$ cat src/rtl/class_score_sequencer.sv
// -----------------------------------------------------------------------------
// class_score_sequencer
//
// Shares one counter_adder across every output class of the classifier. One
// class index is issued per cycle, so the issues are fully pipelined. The
// adder score for each class comes back LATENCY cycles after its issue. The
// sequencer keeps a running argmax of those scores and presents the winning
// class on a valid/ready result port.
//
// Optional build macro: CLASS_SCORE_DUMP_EN
//   When defined, every captured score is also kept in a NUM_CLASSES-entry
//   register file. That file is read combinationally through score_rd_addr
//   and score_rd_data.
//
// Ports:
//   clk           in   clock, all logic on the rising edge
//   rst_n         in   synchronous active-low reset
//   start         in   request one inference (taken in IDLE, or in DONE
//                      together with result_ready)
//   busy          out  high from the cycle after start is accepted until the
//                      result handshake completes
//   cls_idx       out  class index steering the bucket-count mux into the adder
//   cls_valid     out  high in every cycle cls_idx is a live issue
//   score_in      in   adder output, valid LATENCY cycles after its issue
//   result_valid  out  result available, held until result_ready
//   result_ready  in   consumer accepts the result
//   result_class  out  argmax class index
//   result_score  out  score of the argmax class
//   score_rd_addr in   (CLASS_SCORE_DUMP_EN only) score register-file address
//   score_rd_data out  (CLASS_SCORE_DUMP_EN only) score at score_rd_addr,
//                      0 when the address is out of range
// -----------------------------------------------------------------------------
module class_score_sequencer #(
  parameter int NUM_CLASSES = 10,
  parameter int LATENCY     = 2,
  parameter int SCORE_W     = 8,
  parameter int IDX_W       = 4   // 2**IDX_W must cover NUM_CLASSES
) (
  input  logic               clk,
  input  logic               rst_n,
  input  logic               start,
  output logic               busy,
  output logic [IDX_W-1:0]   cls_idx,
  output logic               cls_valid,
  input  logic [SCORE_W-1:0] score_in,
  output logic               result_valid,
  input  logic               result_ready,
  output logic [IDX_W-1:0]   result_class,
  output logic [SCORE_W-1:0] result_score
`ifdef CLASS_SCORE_DUMP_EN
  ,
  input  logic [IDX_W-1:0]   score_rd_addr,
  output logic [SCORE_W-1:0] score_rd_data
`endif
);

  typedef enum logic [1:0] {
    S_IDLE  = 2'd0,
    S_ISSUE = 2'd1,
    S_DRAIN = 2'd2,
    S_DONE  = 2'd3
  } state_t;

  localparam logic [IDX_W-1:0] LAST_IDX = IDX_W'(NUM_CLASSES - 1);

  state_t               state_q, state_d;
  logic [IDX_W-1:0]     issue_cnt_q, issue_cnt_d;
  logic [IDX_W-1:0]     cap_cnt_q, cap_cnt_d;
  logic [LATENCY-1:0]   vld_sr_q, vld_sr_d;
  logic [SCORE_W-1:0]   max_score_q, max_score_d;
  logic [IDX_W-1:0]     max_idx_q, max_idx_d;
  logic                 launch;
  logic                 cap_fire;

  // The delayed copy of cls_valid marks the cycle in which score_in belongs
  // to capture number cap_cnt_q.
  assign cap_fire = vld_sr_q[LATENCY-1];

  // Control: next-state logic and issue counter
  always_comb begin
    state_d     = state_q;
    issue_cnt_d = issue_cnt_q;
    launch      = 1'b0;

    case (state_q)
      S_IDLE: begin
        if (start) begin
          state_d = S_ISSUE;
          launch  = 1'b1;
        end
      end
      S_ISSUE: begin
        // The counter stops on the last class so cls_idx holds it in DRAIN.
        if (issue_cnt_q == LAST_IDX) begin
          state_d = S_DRAIN;
        end else begin
          issue_cnt_d = issue_cnt_q + 1'b1;
        end
      end
      S_DRAIN: begin
        if (cap_fire && (cap_cnt_q == LAST_IDX)) begin
          state_d = S_DONE;
        end
      end
      S_DONE: begin
        if (result_ready) begin
          if (start) begin
            state_d = S_ISSUE;   // back-to-back inference, no IDLE bubble
            launch  = 1'b1;
          end else begin
            state_d = S_IDLE;
          end
        end
      end
      default: state_d = S_IDLE;
    endcase

    if (launch) begin
      issue_cnt_d = '0;
    end
  end

  assign busy         = (state_q != S_IDLE);
  assign cls_valid    = (state_q == S_ISSUE);
  assign result_valid = (state_q == S_DONE);
  assign cls_idx      = issue_cnt_q;
  assign result_class = max_idx_q;
  assign result_score = max_score_q;

  // Capture path: valid delay line, capture counter and running argmax
  always_comb begin
    vld_sr_d    = '0;
    cap_cnt_d   = cap_cnt_q;
    max_score_d = max_score_q;
    max_idx_d   = max_idx_q;

    vld_sr_d[0] = cls_valid;
    for (int i = 1; i < LATENCY; i++) begin
      vld_sr_d[i] = vld_sr_q[i-1];
    end

    if (cap_fire) begin
      cap_cnt_d = cap_cnt_q + 1'b1;
      // The first capture loads the max unconditionally. After that, the max
      // is replaced only on a strictly larger score, so ties keep the lower
      // class index.
      if ((cap_cnt_q == '0) || (score_in > max_score_q)) begin
        max_score_d = score_in;
        max_idx_d   = cap_cnt_q;
      end
    end

    // The delay line is empty when a start is accepted, so launch never
    // collides with a capture.
    if (launch) begin
      cap_cnt_d = '0;
    end
  end

  always_ff @(posedge clk) begin
    if (!rst_n) begin
      state_q     <= S_IDLE;
      issue_cnt_q <= '0;
      cap_cnt_q   <= '0;
      vld_sr_q    <= '0;
      max_score_q <= '0;
      max_idx_q   <= '0;
    end else begin
      state_q     <= state_d;
      issue_cnt_q <= issue_cnt_d;
      cap_cnt_q   <= cap_cnt_d;
      vld_sr_q    <= vld_sr_d;
      max_score_q <= max_score_d;
      max_idx_q   <= max_idx_d;
    end
  end

`ifdef CLASS_SCORE_DUMP_EN
  logic [SCORE_W-1:0] dump_q [NUM_CLASSES];

  always_ff @(posedge clk) begin
    if (!rst_n) begin
      for (int i = 0; i < NUM_CLASSES; i++) begin
        dump_q[i] <= '0;
      end
    end else if (cap_fire && (int'(cap_cnt_q) < NUM_CLASSES)) begin
      dump_q[cap_cnt_q] <= score_in;
    end
  end

  assign score_rd_data = (int'(score_rd_addr) < NUM_CLASSES) ? dump_q[score_rd_addr] : '0;
`endif

endmodule

$ cat config.mk
export PLATFORM = sky130hd
export DESIGN_NAME = class_score_sequencer
export DESIGN_NICKNAME = d
export VERILOG_FILES = /design/src/rtl/class_score_sequencer.sv
export SDC_FILE = /design/constraint.sdc
export NUM_CORES = 1
export LEC_CHECK = 0
export BUFFER_PORTS_ARGS = -buffer_cell sky130_fd_sc_hd__buf_4
export CORE_UTILIZATION = 45
export DETAILED_ROUTE_END_ITERATION = 10
export MAX_ROUTING_LAYER = met4
export PLACE_DENSITY = 0.71
export SLEW_MARGIN = 20
export SYNTH_ARGS = -nofsm -noshare
export SYNTH_HDL_FRONTEND = slang
export SYNTH_SLANG_ARGS = --single-unit
export TNS_END_PERCENT = 5
$ cat constraint.sdc
create_clock -name clk -period 2.08 [get_ports clk]
set_input_delay 0.312 -clock clk [delete_from_list [all_inputs] [get_ports clk]]
set_output_delay 0.312 -clock clk [all_outputs]
set_load 0.01 [all_outputs]
## After elaboration in Yosys (flattened, before gate mapping)

Cells that the tools add are included.
W data, S select, Z words.

| storage, ports and cells | value |
|---|---|
| bits in registers | 24 |
| latch bits | 0 |
| bits in writable memories | 0 |
| bits in read-only memories | 0 |
| input port bits | 12 |
| output and inout port bits | 19 |
| word-level logic and storage cells | 38 |
| memories | 0 |

| cells by class | value |
|---|---|
| add/subtract/negate cells | 2 |
| multiply operators | 0 |
| div/mod/pow operators | 0 |
| order comparisons | 1 |
| eq/ne operators | 9 |
| shift operators | 0 |
| multiplexer cells | 9 |
| bitwise gates (word level) | 2 |
| reduce and logical (&&, ||, !) cells | 9 |

Operators by type and width:

| kind | number |
|---|---|
| $add A4 B1 Y4 const B | 2 |
| $eq A4 B4 Y1 const B | 2 |
| $gt A8 B8 Y1 | 1 |
| $mux W2 | 4 |
| $pmux W2 S4 | 1 |
| $eq A2 B2 Y1 const B | 2 |
| $logic_not A4 Y1 | 1 |
| $ne A2 B1 Y1 const B | 2 |
| $ne A2 B2 Y1 const B | 2 |
| $reduce_and A2 Y1 | 2 |
| $reduce_and A4 Y1 | 1 |
| $mux W1 | 3 |
| $eq A2 B1 Y1 const B | 1 |
| $logic_not A2 Y1 | 1 |
| $not A1 Y1 | 2 |
| $pmux W1 S2 | 1 |
| $reduce_bool A2 Y1 | 1 |
| $reduce_or A2 Y1 | 1 |
| $logic_and A1 B1 Y1 | 1 |
| $logic_or A1 B1 Y1 | 1 |

## Depth between registers and ports, before layout

Gate-level depths: netlist (run 1).

| logic depth | value |
|---|---|
| depth after elaboration | 4 |
| depth in mapped cells | 8 |
| depth with buffers taken out | 7 |

## Worst setup path after synthesis (run 1)

Ideal clock, no wire load.

| timing | value |
|---|---|
| path type | reg2reg |
| start point | reg max_score_q[1], in the netlist result_score[1] |
| end point | reg max_idx_q[0], in the netlist result_class[0] |
| setup time | 0.072 ns |
| data arrival time | 1.621 ns |
| required time | 2.008 ns |
| slack | 0.387 ns |
| cell stages (with the launch flop) | 9 |
| path buffers | 1 |
| period minus slack after synthesis | 1.693 ns |
| path through | dfxtp_1 -> inv_1 -> ha_1 -> nor2b_1 -> o211ai_1 -> a21o_1 -> a21oi_2 -> buf_6 -> mux2i_1 |

| between the ends | value |
|---|---|
| longest elaborated chain between the ends | 3 |

RTL lines:

| item | RTL line | text |
|---|---|---|
| from (decl) | 70 | `logic [SCORE_W-1:0] max_score_q, max_score_d;` |
| from (signal assigned) | 173 | `max_score_q <= max_score_d;` |
| $gt A8 B8 Y1 | 147 | `if ((cap_cnt_q == '0) \|\| (score_in > max_score_q)) begin` |
| $logic_or A1 B1 Y1 | 147 |  |
| $reduce_and A2 Y1 (no source line) | - |  |
| to (signal assigned) | 174 | `max_idx_q <= max_idx_d;` |
| to (decl) | 71 | `logic [IDX_W-1:0] max_idx_q, max_idx_d;` |

No other way between the ends.
A chain may end at the register's enable or synchronous reset.

## Final worst setup path (run 1)

| timing | value |
|---|---|
| start point | reg max_score_q[1], in the netlist result_score[1] |
| end point | reg max_score_q[2], in the netlist result_score[2] |

| between the ends | value |
|---|---|
| longest elaborated chain between the ends | 3 |

RTL lines:

| item | RTL line |
|---|---|
| $gt A8 B8 Y1 | 147 |
| $logic_or A1 B1 Y1 | 147 |
| $reduce_and A2 Y1 (no source line) | - |

No other way between the ends.

==> flow_summary_export.csv, run 1 <==
group,metric,value,unit
timing,fin_skew,3.76,ps
yosys,avgSynthCellArea,9.02,um2
yosys,postSynthCellCount,148,
timing,tightest_slew,387,ps
critical_path,rrSetupSlack,350,ps
clock_tree,cts_sinks,24,
outcome,outcome,"finished clean",
critical_path,rr_startpoint,"result_score[1]",
timing,rsz0062_at_grt,"false",
critical_path,path_cells,"inv_1, ha_1, nor2b_1, o211ai_1, a21o_1, a21oi_2, buf_4, mux2i_1",
timing,timing.final.crit_share,0.833,
critical_path,cp.required,2330,ps
critical_path,critical_path.max_fanout,6,
worst_hold_path,hp-class,"in2reg",
yosys,ys_ff_latch,24,
yosys,syn-num-nets,178,
critical_path,max_stage_delay,380,ps
yosys,synth_top_area_share,0.360,
drt,drt_wl_total,2590,um
finish,fin_cells,211,
clock_tree,cts_tree,"done",
yosys,yosysWarnings,0,
timing,fmax,0.577,GHz
finish,layout.nets,211,
flow_run,maxCapViolCount,0,
finish,antenna_cells,0,
clock_tree,cts-hold-fix-buffers,0,
global_routing,grt_pass1_vias,1031,
finish,area_growth,22.1,%
critical_path,cp-end-kind,"flop",
die,die_h,56.5,um
die,design.die.area,3190,um2
pwr,peakVddDrop,0.000701,V
die,core,2780,um2
pwr,p_per_area,799,nW/um2
critical_path,r2r-end,"result_score[2]",
clock_tree,cts_buffer_depth,2,
yosys,ys_seq_area_frac,0.360,
yosys,synth_cell_types,27,
yosys,netlist_area,1340,um2
drt,antenna_left,0,
timing,fin_setup_tns,0,ps
clock_tree,clk_pin_slew,130,ps
pwr,totalPowerFinal,1.30,mW
clock_tree,h-tree-depth,1,
timing,hold_viol_final,0,
timing,maxSlewViolCount,0,
global_routing,grt_pass1_wl,4500,um
global_routing,grt-ovfl-total,0,
clock_tree,insertion_delay,310,ps
critical_path,critPathKind,"reg2reg",
timing,finalSetupViolCount,0,
placed_design,port_buffers,30,
timing,period_minus_slack,1730,ps
critical_path,crit_slowest_cell,"dfxtp_1",
drt,wire_per_inst,12.3,um
placed_design,place_congestion,0.766,
placed_design,dp_hpwl,2030,um
critical_path,startpoint,"result_score[1]",
drt,drtIter0Drc,26,
global_routing,antenna_found_initial,0,
yosys,synth_area_leaders,"dfxtp_1, ha_1, mux2i_1",
die,start_util,0.480,
critical_path,start_kind,"flop",
critical_path,crit_path_end,"result_score[2]",
die,ios,31,
drt,avgViaCountPerCell,4.99,
yosys,synth_area_leader_cell,"dfxtp_1",
finish,layout-drive-gt1-share,0.222,
clock_tree,cts_root_buf,"clkbuf_4",
clock_tree,cts_buffers,3,
drt,vias,1052,
drt,firstDrtPassIters,6,
timing,slew_headroom,0.742,
timing,holdWs,248,ps
placed_design,dp_cells,207,
global_routing,grt_max_degree,30,
die,rows,19,
critical_path,worstPathArrival,1980,ps
die,die_x,56.5,um
clock_tree,post_cts_buffers,0,
clock_tree,post_cts_resized,0,
critical_path,ff2ff_path_depth,8,
drt,drc_errors,0,
pwr,p_leak,0.699,nW
global_routing,grtUsageTotal,0.187,
-- state kept, by name, indices dropped and copies added, names as in the netlist --
| signal | count |
|---|---|
| result_score | 8 |
| cap_cnt_q | 4 |
| result_class | 4 |
| cls_idx | 4 |
| vld_sr_q | 2 |
| state_q | 2 |
-- Yosys cell counts (all sizes together) --
cell	number
xor2	5
ha	18
mux2i	14
nor2b	2
nand3b	1
a21oi	6
inv	16
a2111oi	1
nand2	28
o21ai	1
a211o	1
a21o	1
clkbuf	3
o31ai	2
a222oi	1
o211ai	2
nand3	1
dfxtp	24
nor3b	1
nand4	4
buf	2
xnor2	1
and2	2
nor2	10
nand4b	1
-- placed cells by master, fill, tap and decap left out, drive strengths merged, types with 2 or more instances in the layout --
cell    count
buf        33
nand2      28
dfxtp      24
ha         18
inv        16
mux2i      14
nor2       10
a21oi       6
xor2        5
nand4       4
clkbuf      4
nor2b       2
o211ai      2
o31ai       2
and2        2
-- worst min path at each step --
stage	from	to	slack, ps	cells past startpoint
after global placement	vld_sr_q[0]	vld_sr_q[1]	420	1
after global routing	score_in[7]	result_score[7]	230	3
after CTS	score_in[7]	result_score[7]	230	3
after floorplan	vld_sr_q[0]	vld_sr_q[1]	410	1
after detailed placement	vld_sr_q[0]	vld_sr_q[1]	430	1
final	score_in[0]	result_score[0]	250	3
-- through the flow --
stage / utilization / worst slack (ps) / cell area (um2)
after floorplan: - / 387 / 1340
after global placement: 0.573 / 373 / 1590
after detailed placement: 0.573 / 329 / 1590
after CTS: 0.586 / 341 / 1630
after global routing: 0.586 / 161 / 1630
final: 0.586 / 347 / 1630
-- worst max-delay path, delay by kind of cell, from the launching register on --
| kind | cells | cell delay [ps] |
|---|---|---|
| adders and majority gates | 1 | 290 |
| and+or+nand+nor | 1 | 150 |
| AOI/OAI and AO/OA | 3 | 410 |
| DFF | 1 | 380 |
| muxes | 1 | 200 |
| buffers and inverters | 2 | 230 |
-- where the power goes --
part | internal, mW | switching, mW
Sequential | 0.510 | 0.0564
Combinational | 0.232 | 0.259
Clock | 0.107 | 0.140
Total | 0.849 | 0.455
-- kinds of logic after synthesis --
family,share of synthesized area
adders and majority gates,0.169
xor gates and xnor gates,0.0394
and+or+nand+nor,0.170
muxes,0.105
buffers and inverters,0.0656
DFF,0.360
AOI/OAI and AO/OA,0.0918
-- final cells by class --
| class | instances | area [um2] |
|---|---|---|
| inverters | 16 | 60.1 |
| clock buffers | 4 | 36.3 |
| multi-input cells | 103 | 767 |
| repair buffers | 33 | 248 |
| well taps | 31 | 38.8 |
| fillers | 270 | 1150 |
| flip-flops and latches | 24 | 480 |
-- per-layer routing --
layer,global-route usage,up-vias,share of wire
met5,-,-,0
met4,0.0906,0,0.0069
met3,0.0253,2,0.043
met2,0.319,26,0.51
met1,0.214,472,0.44
li1,-,552,-
No activity file was read; power rests on OpenSTA's default activity.
==> run 2: changes to the inputs <==
--- a/config.mk
+++ b/config.mk
@@ -5,11 +5,12 @@
 export SDC_FILE = /design/constraint.sdc
 export NUM_CORES = 1
 export LEC_CHECK = 0
+export ABC_AREA = 1
 export BUFFER_PORTS_ARGS = -buffer_cell sky130_fd_sc_hd__buf_4
 export CORE_UTILIZATION = 45
 export DETAILED_ROUTE_END_ITERATION = 10
 export MAX_ROUTING_LAYER = met4
-export PLACE_DENSITY = 0.71
+export PLACE_DENSITY = 0.73
 export SLEW_MARGIN = 20
 export SYNTH_ARGS = -nofsm -noshare
 export SYNTH_HDL_FRONTEND = slang
==> constraint.sdc (replaced) <==
create_clock -name clk -period 1.5 [get_ports clk]
set_input_delay 0.225 -clock clk [delete_from_list [all_inputs] [get_ports clk]]
set_output_delay 0.225 -clock clk [all_outputs]
set_load 0.01 [all_outputs]
==> flow_summary_export.csv, run 2 <==
group,metric,value,unit
outcome,outcome,"finished, violations left",
outcome,violations,"design-rule violations, negative setup slack",
drt,drtIter0Drc,67,
placed_design,place_congestion,0.806,
global_routing,grt_max_degree,19,
yosys,yosysWarnings,0,
critical_path,crit_buf_inv,1,
drt,dr_wl_met2,1670,um
timing,fin_skew,6.72,ps
pwr,totalPowerFinal,2.04,mW
critical_path,rrSetupSlack,-200,ps
drt,wire_per_inst,12.4,um
timing,finalSetupViolCount,12,
die,design.die.area,3350,um2
global_routing,grt_pass1_vias,1254,
yosys,synthFlopType,"dfxtp_1",
die,die_x,57.9,um
timing,tightest_slew,381,ps
critical_path,cp-end-kind,"flop",
yosys,synth.area.mux_share,0,
yosys,ys_ff_latch,24,
finish,layout.nets,274,
timing,slew_headroom,0.745,
drt,drc_errors,1,
global_routing,grtUsageTotal,0.212,
finish,final_cell_mix,"buf_4, inv_1, nand2_1, nor2_1, dfxtp_1",
yosys,synthArstFlopShare,0,
finish,layout_commonest_cell,"buf_4",
critical_path,path_delay_family,"simple AND/OR/NAND/NOR gates",
timing,period_minus_slack,1700,ps
pwr,p_per_area,1010,nW/um2
placed_design,pre_cts_slack,-100,ps
clock_tree,insertion_delay,310,ps
timing,hold_viol_final,0,
critical_path,cp.required,1720,ps
finish,area_growth,44.2,%
clock_tree,cts_tree,"done",
critical_path,crit_slowest_cell,"dfxtp_2",
clock_tree,cts_sinks,24,
finish,fin_area,2030,um2
timing,fmax,0.589,GHz
die,start_util,0.493,
critical_path,path_cells,"inv_1, ha_1, nand2_2, nor2_4, nand4_1, nand2_8, nand2_8, a21oi_4, nor2_1",
yosys,synth_area_leaders,"dfxtp_1, ha_1, inv_1",
critical_path,max_stage_delay,350,ps
die,die_h,57.9,um
critical_path,worstPathArrival,1920,ps
placed_design,dpl_cell_area,1780,um2
critical_path,start_kind,"flop",
pwr,peakVddDrop,0.000593,V
finish,fin_util,0.710,
placed_design,port_buffers,30,
flow_run,maxCapViolCount,0,
finish,fin_cells,273,
yosys,netlist_area,1410,um2
clock_tree,cts_buffer_depth,2,
yosys,synth_common_cells,"inv_1, nand2_1, dfxtp_1",
worst_hold_path,hp-class,"in2reg",
yosys,syn-num-nets,223,
yosys,avgSynthCellArea,7.28,um2
critical_path,critical_path.max_fanout,6,
pwr,p_leak,0.947,nW
yosys,synth_area_leader_cell,"dfxtp_1",
global_routing,grt-ovfl-total,0,
yosys,synth-simple-area-share,0.244,
yosys,synth_top_family_by_area,"simple AND/OR/NAND/NOR gates",
finish,layout-drive-gt1-share,0.388,
timing,fin_setup_tns,-1980,ps
global_routing,antenna_found_initial,0,
finish,antenna_cells,0,
drt,drt_wl_total,3400,um
clock_tree,cts-hold-fix-buffers,0,
yosys,synth_compound_area_frac,0.118,
timing,timing.final.crit_share,1.13,
drt,avgViaCountPerCell,5.00,
drt,drt-met1-wl,1600,um
yosys,synthAdderAreaFrac,0.160,
clock_tree,cts_root_buf,"clkbuf_4",
drt,vias,1365,
clock_tree,clk_pin_slew,130,ps
die,rows,19,
finish,largest_reg_flops,8,
yosys,yosysMostFrequentCell,"inv_1",
global_routing,grt_pass1_wl,5350,um
yosys,synth_edf_count,0,
yosys,synth_top_area_share,0.342,
clock_tree,cts_buffers,3,
timing,setup_slack,-198,ps
yosys,synth_cell_types,27,
clock_tree,h-tree-depth,1,
placed_design,dp_hpwl,2040,um
drt,firstDrtPassIters,8,
timing,maxSlewViolCount,0,
critical_path,crit_top_cell,"nand2_8",
placed_design,dp_cells,267,
die,ios,31,
critical_path,critPathKind,"reg2reg",
drt,wl_met3,90,um
clock_tree,post_cts_buffers,0,
yosys,synth-xor-area-share,0.0125,
yosys,ys_seq_area_frac,0.342,
drt,top_layer_used,"met4",
die,core,2850,um2
timing,holdWs,215,ps
drt,antenna_left,0,
timing,rsz0062_at_grt,"true",
yosys,postSynthCellCount,193,
==> run 2: cell count changes after synthesis, moves of 5 or more <==
cell	change
a21oi_1	+16
inv_1	+17
mux2i_1	-14
nand3_1	+16
nor2_1	+11
o21ai_0	+5
==> run 2: logic make-up after synthesis <==
kind of cell / Yosys count
adders and majority gates: 18
and+or+nand+nor: 78
DFF: 24
buffers and inverters: 40
xor gates and xnor gates: 2
AOI/OAI and AO/OA: 31
==> run 2: final cells by class <==
type                    count  area, um2
clock buffers               3       22.5
fillers                   237        827
inverters                  33        124
multi-input cells         132        973
flip-flops and latches     24        492
well taps                  31       38.8
repair buffers             50        375
==> run 2: worst register-to-register path, stage by stage (launching register included) <==
cell	delay [ps]
dfxtp_2	350
inv_1	50
ha_1	280
nand2_2	70
nor2_4	100
nand4_1	210
nand2_8	220
nand2_8	100
a21oi_4	170
nor2_1	50
==> run 2: timing repair <==
action                                  CTS  global route
hold endpoints to repair                  0             0
gates cloned                              3             0
pin swaps                                 9             4
gates resized for setup                  25            12
endpoints found under the setup margin   13            18
==> run 2: metal layers <==
layer	up-vias	global-route usage
met1	622	0.252
met3	4	0.0201
li1	714	-
met5	-	-
met2	25	0.374
met4	0	0.0714
==> run 2: worst paths after layout <==
kind | start | to | cells after the start
max reg2reg | result_score[6] | result_score[4] | 9
max | result_score[6] | result_score[4] | 9
min | rst_n | result_score[6] | 3
min reg2reg | vld_sr_q[0] | vld_sr_q[1] | 2
==> run 2: report_power, final <==
part / leakage [nW] / total [mW] / internal, mW / switching, mW
clock network: 0.0138 / 0.281 / 0.0939 / 0.187
logic: 0.735 / 0.970 / 0.466 / 0.504
registers: 0.199 / 0.790 / 0.730 / 0.0600
==> run 3: changes to the inputs <==
--- a/config.mk
+++ b/config.mk
@@ -5,12 +5,13 @@
 export SDC_FILE = /design/constraint.sdc
 export NUM_CORES = 1
 export LEC_CHECK = 0
-export ABC_AREA = 1
+export ABC_AREA = 0
 export BUFFER_PORTS_ARGS = -buffer_cell sky130_fd_sc_hd__buf_4
-export CORE_UTILIZATION = 45
+export CAP_MARGIN = 20
+export CORE_UTILIZATION = 47
 export DETAILED_ROUTE_END_ITERATION = 10
 export MAX_ROUTING_LAYER = met4
-export PLACE_DENSITY = 0.73
+export PLACE_DENSITY = 0.76
 export SLEW_MARGIN = 20
 export SYNTH_ARGS = -nofsm -noshare
 export SYNTH_HDL_FRONTEND = slang
==> flow_summary_export.csv, run 3 (synthesis results as in run 1) <==
group,metric,value,unit
outcome,outcome,"finished, violations left",
outcome,violations,"negative setup slack",
finish,fin_cells,230,
placed_design,dp_cells,225,
finish,largest_reg_flops,8,
drt,firstDrtPassIters,4,
die,rows,18,
worst_hold_path,hp-start,"score_in[4]",
die,die_h,55.3,um
die,die_x,55.3,um
drt,vias,1188,
timing,fmax,0.571,GHz
global_routing,grt-ovfl-total,0,
clock_tree,cts_tree,"done",
clock_tree,cts_buffer_depth,2,
drt,wire_per_inst,13.4,um
placed_design,dp_hpwl,2120,um
timing,timing.final.crit_share,1.17,
drt,drc_errors,0,
pwr,totalPowerFinal,1.99,mW
critical_path,r2r-end,"result_score[6]",
clock_tree,cts_buffers,3,
critical_path,max_stage_delay,360,ps
finish,layout.nets,232,
clock_tree,cts_root_buf,"clkbuf_4",
clock_tree,cts-hold-fix-buffers,0,
critical_path,worstPathArrival,1990,ps
critical_path,rr_startpoint,"result_score[1]",
timing,slew_headroom,0.755,
placed_design,place_congestion,0.820,
timing,hold_viol_final,0,
finish,area_growth,42.9,%
critical_path,cp.required,1740,ps
timing,setup_slack,-250,ps
critical_path,critPathKind,"reg2reg",
critical_path,path_cells,"inv_2, ha_4, nor2b_4, o211ai_1, a21o_1, a21oi_4, buf_12, mux2i_2",
critical_path,path_delay_family,"compound AO/OA/AOI/OAI gates",
finish,fin_util,0.737,
timing,fin_skew,5.82,ps
finish,antenna_cells,0,
timing,tightest_slew,368,ps
drt,avgViaCountPerCell,5.17,
critical_path,ff2ff_path_depth,8,
critical_path,rrSetupSlack,-250,ps
critical_path,critical_path.max_fanout,9,
die,ios,31,
critical_path,crit_slowest_cell,"dfxtp_2",
global_routing,grt_max_degree,30,
timing,finalSetupViolCount,15,
finish,multiInputGateArea,870,um2
critical_path,cp-end-kind,"flop",
drt,drt_wl_total,3080,um
pwr,p_per_area,1040,nW/um2
finish,final_cell_mix,"buf_4, nand2_1, dfxtp_1, mux2i_1",
finish,nFillCells,191,
global_routing,grt_pass1_wl,5160,um
critical_path,crit_buf_inv,2,
flow_run,maxCapViolCount,0,
timing,maxSlewViolCount,0,
die,core,2590,um2
finish,ff_latch_area,494,um2
global_routing,grtUsageTotal,0.213,
die,design.die.area,3060,um2
pwr,peakVddDrop,0.00105,V
die,start_util,0.515,
pwr,p_leak,0.822,nW
timing,fin_setup_tns,-2640,ps
finish,layout-drive-gt1-share,0.415,
drt,drtIter0Drc,29,
finish,layout_commonest_cell,"buf_4",
clock_tree,cts_sinks,24,
global_routing,grt_pass1_vias,1223,
critical_path,start_kind,"flop",
placed_design,port_buffers,30,
worst_hold_path,hp-class,"in2reg",
worst_hold_path,hold_path_end,"result_score[4]",
timing,rsz0062_at_grt,"true",
global_routing,antenna_found_initial,0,
clock_tree,clk_pin_slew,130,ps
clock_tree,h-tree-depth,1,
worst_hold_path,whs_path_depth,3,
drt,antenna_left,0,
timing,holdWs,164,ps
clock_tree,insertion_delay,310,ps
timing,period_minus_slack,1750,ps
run 3: cell types whose count changed in the layout (fill, tap and decap cells not counted), sizes merged, moves of 9 or more:
cell	change
inv	-17
nand3	-17
a21oi	-15
mux2i	+14
nor2	-12
nand2	-9
run 3: stage by stage:
stage | setup slack, ps | area [um2]
3_5_place_dp | -571 | 1750
3_3_place_gp | -514 | 1750
5_1_grt | -332 | 1910
2_1_floorplan | -138 | 1350
4_1_cts | -141 | 1870
6_report | -250 | 1910
run 3: worst reg2reg max path: cells and delay by family, from the launching register on:
| family | cells | cell delay (ps) |
|---|---|---|
| compound gates | 3 | 520 |
| flops | 1 | 360 |
| fa+ha+maj | 1 | 260 |
| mux | 1 | 210 |
| buf+inv | 2 | 200 |
| simple gates | 1 | 130 |
run 3: routing by layer:
layer | wire length (um) | track usage
met5 | 0 | -
met4 | 59 | 0.0929
met3 | 112 | 0.0328
met2 | 1550 | 0.377
met1 | 1360 | 0.235
run 3: what timing repair did:
item                                    4_1_cts  5_1_grt
endpoints found under the setup margin       22       23
endpoints found under the hold margin         0        0
pin swaps                                     1        2
buffers inserted                              2        0
resized for setup                            18        9
run 3: cell type report:
cell class,instances,area share
well taps,30,0.0197
repair buffers,54,0.221
clock buffers,3,0.0118
multi-input cells,103,0.456
flip-flops and latches,24,0.259
inverters,16,0.0328
run 3: worst max path at each step:
stage	start	to	slack (ps)	cells after the start
after floorplan	result_score[1]	result_class[0]	-140	8
after global placement	score_in[1]	result_score[1]	-510	7
after detailed placement	score_in[1]	result_score[1]	-570	7
after CTS	result_score[1]	result_score[1]	-140	8
after global routing	result_score[1]	result_score[6]	-330	8
final	result_score[1]	result_score[6]	-250	8
run 3: report_power, final:
group          switching (mW)  total [mW]  internal, mW
Sequential             0.0628       0.785         0.722
Combinational           0.442       0.921         0.479
Clock                   0.187       0.280        0.0938
